===== src/rtl/pipeline_latealu.sv =====
// Late-ALU unit: single-cycle srl/sra, mthi/mtlo, and a 33-cycle signed
// shift-add multiplier that owns the architectural HI/LO registers.
module pipeline_latealu (
   input  logic        clk,
   input  logic        rst,
   input  logic        req_valid,
   input  logic [5:0]  req_op,
   input  logic [31:0] req_a0,
   input  logic [31:0] req_a1,
   input  logic        hilo_read,
   input  logic        flush,
   output logic        req_ready,
   output logic        stall,
   output logic        result_valid,
   output logic [31:0] result_value,
   output logic [31:0] mult_hi,
   output logic [31:0] mult_lo,
   output logic        busy,
   output logic        bad_op
);

   localparam logic [5:0] OP_SRL  = 6'b000010;
   localparam logic [5:0] OP_SRA  = 6'b000011;
   localparam logic [5:0] OP_MULT = 6'b000100;
   localparam logic [5:0] OP_MTHI = 6'b000101;
   localparam logic [5:0] OP_MTLO = 6'b000110;

   typedef enum logic [1:0] {
      IDLE = 2'd0,
      MULT = 2'd1,
      FIX  = 2'd2
   } state_e;

   state_e      state_q, state_d;
   logic [5:0]  cnt_q, cnt_d;
   logic [63:0] acc_q, acc_d;
   logic [63:0] mcand_q, mcand_d;
   logic [32:0] mplier_q, mplier_d;
   logic        neg_q, neg_d;
   logic [31:0] hi_q, hi_d;
   logic [31:0] lo_q, lo_d;
   logic [31:0] res_q, res_d;
   logic        res_valid_q, res_valid_d;
   logic        bad_op_q, bad_op_d;

   logic        accept;
   logic [63:0] product;

   // Magnitude of a signed 32-bit value; 33 bits so that -2^31 is exact.
   function automatic logic [32:0] mag33(input logic [31:0] v);
      logic [32:0] ext;
      ext = {v[31], v};
      return v[31] ? (33'd0 - ext) : ext;
   endfunction

   assign accept = req_valid && (state_q == IDLE) && !flush;

   // State register and datapath flops
   always_ff @(posedge clk) begin
      if (!rst) begin
         state_q     <= IDLE;
         cnt_q       <= '0;
         acc_q       <= '0;
         mcand_q     <= '0;
         mplier_q    <= '0;
         neg_q       <= 1'b0;
         hi_q        <= '0;
         lo_q        <= '0;
         res_q       <= '0;
         res_valid_q <= 1'b0;
         bad_op_q    <= 1'b0;
      end else begin
         state_q     <= state_d;
         cnt_q       <= cnt_d;
         acc_q       <= acc_d;
         mcand_q     <= mcand_d;
         mplier_q    <= mplier_d;
         neg_q       <= neg_d;
         hi_q        <= hi_d;
         lo_q        <= lo_d;
         res_q       <= res_d;
         res_valid_q <= res_valid_d;
         bad_op_q    <= bad_op_d;
      end
   end

   // Next-state logic
   always_comb begin
      state_d = state_q;
      unique case (state_q)
         IDLE: if (accept && (req_op == OP_MULT)) state_d = MULT;
         MULT: begin
            if (flush)                state_d = IDLE;
            else if (cnt_q == 6'd31)  state_d = FIX;
         end
         FIX:     state_d = IDLE;
         default: state_d = IDLE;
      endcase
   end

   // Datapath next values
   always_comb begin
      cnt_d       = cnt_q;
      acc_d       = acc_q;
      mcand_d     = mcand_q;
      mplier_d    = mplier_q;
      neg_d       = neg_q;
      hi_d        = hi_q;
      lo_d        = lo_q;
      res_d       = res_q;
      res_valid_d = 1'b0;
      bad_op_d    = 1'b0;
      product     = neg_q ? (64'd0 - acc_q) : acc_q;

      if (accept) begin
         unique case (req_op)
            OP_SRL: begin
               res_d       = req_a0 >> req_a1[4:0];
               res_valid_d = 1'b1;
            end
            OP_SRA: begin
               res_d       = $signed(req_a0) >>> req_a1[4:0];
               res_valid_d = 1'b1;
            end
            OP_MULT: begin
               acc_d    = '0;
               mcand_d  = {31'd0, mag33(req_a0)};
               mplier_d = mag33(req_a1);
               neg_d    = req_a0[31] ^ req_a1[31];
               cnt_d    = '0;
            end
            OP_MTHI: hi_d     = req_a0;
            OP_MTLO: lo_d     = req_a0;
            default: bad_op_d = 1'b1;
         endcase
      end

      if (flush && (state_q != IDLE)) begin
         cnt_d = '0;
      end else if (state_q == MULT) begin
         // One radix-2 step: add the shifted multiplicand when the current multiplier bit is set.
         acc_d    = acc_q + (mplier_q[0] ? mcand_q : 64'd0);
         mcand_d  = {mcand_q[62:0], 1'b0};
         mplier_d = {1'b0, mplier_q[32:1]};
         cnt_d    = (cnt_q == 6'd31) ? 6'd0 : cnt_q + 6'd1;
      end else if (state_q == FIX) begin
         hi_d = product[63:32];
         lo_d = product[31:0];
      end
   end

   // Outputs
   always_comb begin
      req_ready    = (state_q == IDLE);
      busy         = (state_q != IDLE);
      stall        = (hilo_read && busy) || (req_valid && !req_ready);
      result_valid = res_valid_q;
      result_value = res_q;
      bad_op       = bad_op_q;
      mult_hi      = hi_q;
      mult_lo      = lo_q;
   end

endmodule


===== config.mk =====
export PLATFORM = sky130hd
export DESIGN_NAME = pipeline_latealu
export DESIGN_NICKNAME = d
export VERILOG_FILES = /design/src/rtl/pipeline_latealu.sv
export SDC_FILE = /design/constraint.sdc
export NUM_CORES = 1
export LEC_CHECK = 0
export ABC_AREA = 1
export BUFFER_PORTS_ARGS = -buffer_cell sky130_fd_sc_hd__buf_4
export CORE_AREA = 2 2 320 196
export DETAILED_ROUTE_END_ITERATION = 10
export DIE_AREA = 0 0 322 198
export PLACE_DENSITY = 0.62
export SYNTH_ARGS = -nofsm -noshare
export SYNTH_HDL_FRONTEND = slang
export SYNTH_SLANG_ARGS = --single-unit

===== constraint.sdc =====
create_clock -name clk -period 3.75 [get_ports clk]
set_clock_uncertainty 0.15 [all_clocks]
set_input_delay 0.5625 -clock clk [delete_from_list [all_inputs] [get_ports clk]]
set_output_delay 0.5625 -clock clk [all_outputs]
set_load 0.01 [all_outputs]

==> impl_metrics.py <==
metrics = {
    "cts": {
        "tritoncts.num_buffers": 30,
        "clk_root_buffer_cell": "sky130_fd_sc_hd__clkbuf_16",
        "post_cts_hold_buffer_count": 0,
        "depth_of_the_cts_h_tree": 1,
        "cts_num_sinks": 268,
        "post_cts_repair_timing_setup_buffer_count": 0,
        "path_clk_slew_ps": 70,
        "clk-insertion-delay-late_ps": 640,
        "tritoncts": "built",
        "ctsResizeCount": 0,
        "cts-root-to-sink-buffers": 3,
    },
    "synthesis": {
        "synth.ff_latch_count": 268,
        "predominant_post_synthesis_flop_cell": "sky130_fd_sc_hd__dfxtp_1",
        "yosys_warnings": 0,
        "post_synth_num_cell_types": 62,
        "synth_seq_area_share_pct": 24.1,
        "cell_type_with_the_largest_total_area_after_synthesis": "sky130_fd_sc_hd__dfxtp_1",
        "syn-mean-instance-area_um2": 5.66,
        "yosys-top-cells-area": "sky130_fd_sc_hd__dfxtp_1 (24%), sky130_fd_sc_hd__nand2_1 (20%), sky130_fd_sc_hd__inv_1 (11%)",
        "synth_edf_count": 0,
        "syn-cell-area_mm2": 0.0223,
        "ys_async_sr_fraction_pct": 0,
        "synth.net_count": 4081,
        "synthesis.instances": 3938,
        "synth_top_area_share_pct": 24.1,
    },
    "detailed_routing": {
        "detail_route.wirelength_um": 97200,
        "drc": 0,
        "post_drt_via_cell_ratio": 5.37,
        "num_vias": 26000,
        "drt-wirelength-per-cell_um": 20.0,
        "drt-pass1-iter-count": 7,
        "drtAntennaViolNets": 0,
        "initialDrtViolationCount": 3658,
    },
    "placement": {
        "place.detailed.hpwl_um": 77700,
        "routability_driven_placement_congestion_ratio": 1.01,
        "place_ws_ps": 410,
        "numPlacedInstances": 4799,
        "place.port_buffers": 175,
    },
    "setup_path": {
        "critical_path_class": "reg2reg",
        "cp.arrival_ps": 3930,
        "crit_path_cell_trace": "buf_4, nand2_1, inv_1, ha_1, nand2_1, nand3_1, inv_1, nor2_1, o21ai_0, nand2_1, nand2_1, nand2_1, nand2_1, nand3_1, a21oi_1",
        "worst_path_max_delay_cell": "sky130_fd_sc_hd__dfxtp_2",
        "critPathMostFrequentCell": "sky130_fd_sc_hd__nand2_1",
        "worstPathRequired_ps": 4170,
        "critical_path_peak_fanout": 18,
        "crit_path_end_kind": "flip-flop",
        "critical_path.max_stage_delay_ps": 650,
        "cp_num_buf_inv": 3,
        "startpoint_type": "flip-flop",
        "critPathTopFamily": "simple AND/OR/NAND/NOR gates",
    },
    "global_route": {
        "grt_pass1_vias": 22800,
        "grt_first_pass_wirelength_um": 144000,
        "grt_usage_pct": 29.7,
        "grt_util_met2_pct": 37.8,
        "grt.overflow.total": 0,
        "grt_start_max_net_pins": 101,
        "use_met1_pct": 47.1,
        "grt_antenna_before_repair": 5,
        "use_met3_pct": 9.66,
        "gr-max-usage-layer": "met1",
    },
    "finish": {
        "area.growth.synth_to_final_pct": 13.0,
        "layout.cells.non_filler": 4852,
        "nets": 4171,
        "final_layout_size_suffix_gt1_share_pct": 8.59,
        "insertedDiodeCount": 0,
    },
    "sta": {
        "slew_headroom_pct": 30.7,
        "post-route-min-period_ps": 3500,
        "grt_setup_unrepaired": "false",
        "finalWorstSetupSlack_ps": 247,
        "report.final.slew_viol_count": 0,
        "finalHoldViolations": 0,
        "fin_crit_sh_pct": 93.4,
        "tightest_slew_ps": 1040,
        "fin_setup_tns_ps": 0,
        "setup_violations": 0,
        "timing.fmax_mhz": 286,
    },
    "run_status": {
        "run_status": "completed",
    },
    "job": {
        "timing.max_cap.violations": 0,
    },
    "die": {
        "die_x_um": 322,
        "starting_density_of_the_core_pct": 36.4,
        "design.portCount": 176,
        "core-area_mm2": 0.0613,
        "die_h_um": 198,
        "design.die.area_mm2": 0.0638,
        "rows": 71,
    },
    "power_and_ir_drop": {
        "power_density_mw_per_mm2": 257,
        "p_leak_uw": 0.0134,
        "peak_supply_drop_mv": 0.375,
    },
    "min_path": {
        "hold_path.class": "in2reg",
    },
}
[flip-flops by register name, summed over array words and instances (netlist names)]
register and cells:
mplier_q 33, neg_q 1, cnt_q 6, state_q 2, result_value 32, mult_hi 32, mcand_q 64, mult_lo 32
acc_q 64, bad_op 1, result_valid 1
[metrics by stage]
stage          power [uW]  cell area [um^2]  hold WS (ps)  util [%]
6_report             6480             25200          94.1      41.1
5_1_grt              6670             25200           110      41.1
4_1_cts              6490             25200          72.5      41.1
3_5_place_dp         3580             24300           290      39.6
3_3_place_gp         3590             24300           288      39.6
2_1_floorplan        3310             22300           265         -
[report_power, final]
group | internal [uW] | leakage [uW] | total [uW] | switching, uW
logic | 196 | 0.0108 | 694 | 498
registers | 2850 | 0.00216 | 2860 | 7.74
clock network | 1540 | 0.000446 | 2930 | 1390
total | 4590 | 0.0134 | 6480 | 1890
[path summary, 6_finish.rpt]
kind	slack (ps)	startpoint	to	depth (start not counted)
hold reg to reg	300	mplier_q[10]$_SDFF_PN0_	mplier_q[9]$_SDFF_PN0_	2
setup / recovery	250	mplier_q[0]$_SDFF_PN0_	acc_q[43]$_SDFF_PN0_	15
hold / removal	90	req_a1[29]	mplier_q[29]$_SDFF_PN0_	4
setup reg to reg	250	mplier_q[0]$_SDFF_PN0_	acc_q[43]$_SDFF_PN0_	15
[final cells by class]
type / instances / area (um^2)
tap: 803 / 1000
timing repair buffer: 215 / 1640
clock inverter: 11 / 92.6
inverter: 643 / 2420
clock buffer: 42 / 826
sequential: 268 / 5370
multi-input combinational: 2870 / 13800
fill: 6846 / 36100
[kinds of logic after synthesis]
group | share of synthesized area (%)
flops | 24.1
simple gates | 36.8
mux | 0.494
buf+inv | 14.0
xor+xnor | 1.10
fa+ha+maj | 3.85
compound gates | 19.8
[placed cells by master, fill, tap and decap left out, drive strengths merged, types with 24 or more instances in the layout]
cell type | synthesis | routed
a21oi | 348 | 348
buf | 62 | 215
clkbuf | 95 | 42
dfxtp | 268 | 268
ha | 67 | 67
inv | 639 | 641
nand2 | 1209 | 1209
nand3 | 277 | 277
nand4 | 37 | 37
nor2 | 330 | 330
nor3 | 47 | 47
o211ai | 28 | 28
o21ai | 334 | 334
o22ai | 33 | 33
xor2 | 24 | 24
[synth_stat cells, drive strengths merged (2+ instances only)]
master  count
o41ai       2
clkinv      4
o31ai       3
or2        13
o21ai     334
xor2       24
a311oi      4
o211ai     28
nand2    1209
nor4       12
nand4      37
o22ai      33
dfxtp     268
and2        2
a31oi      15
o221ai      7
clkbuf     95
a21o        4
a22oi       2
a221oi      4
buf        62
a21oi     348
nand3     277
inv       639
mux2i      11
nor3       47
nor2      330
a211oi     10
o21bai     15
xnor2       4
ha         67
nand3b     18
[worst reg2reg max path: cells and delay by family, from the launching register on]
family	cells	cell delay, ps
AO/OA/AOI/OAI	2	570
buffers and inverters	3	590
flip-flops	1	650
adder cells (fa/ha/maj)	1	290
AND/OR/NAND/NOR	9	1180
[per-layer routing]
layer	up-vias	wire, um
met5	-	27
met2	1265	34700
met4	6	1470
met3	101	13400
met1	11900	47700
li1	12800	-
Note: power is estimated with default switching activity, not from simulation.
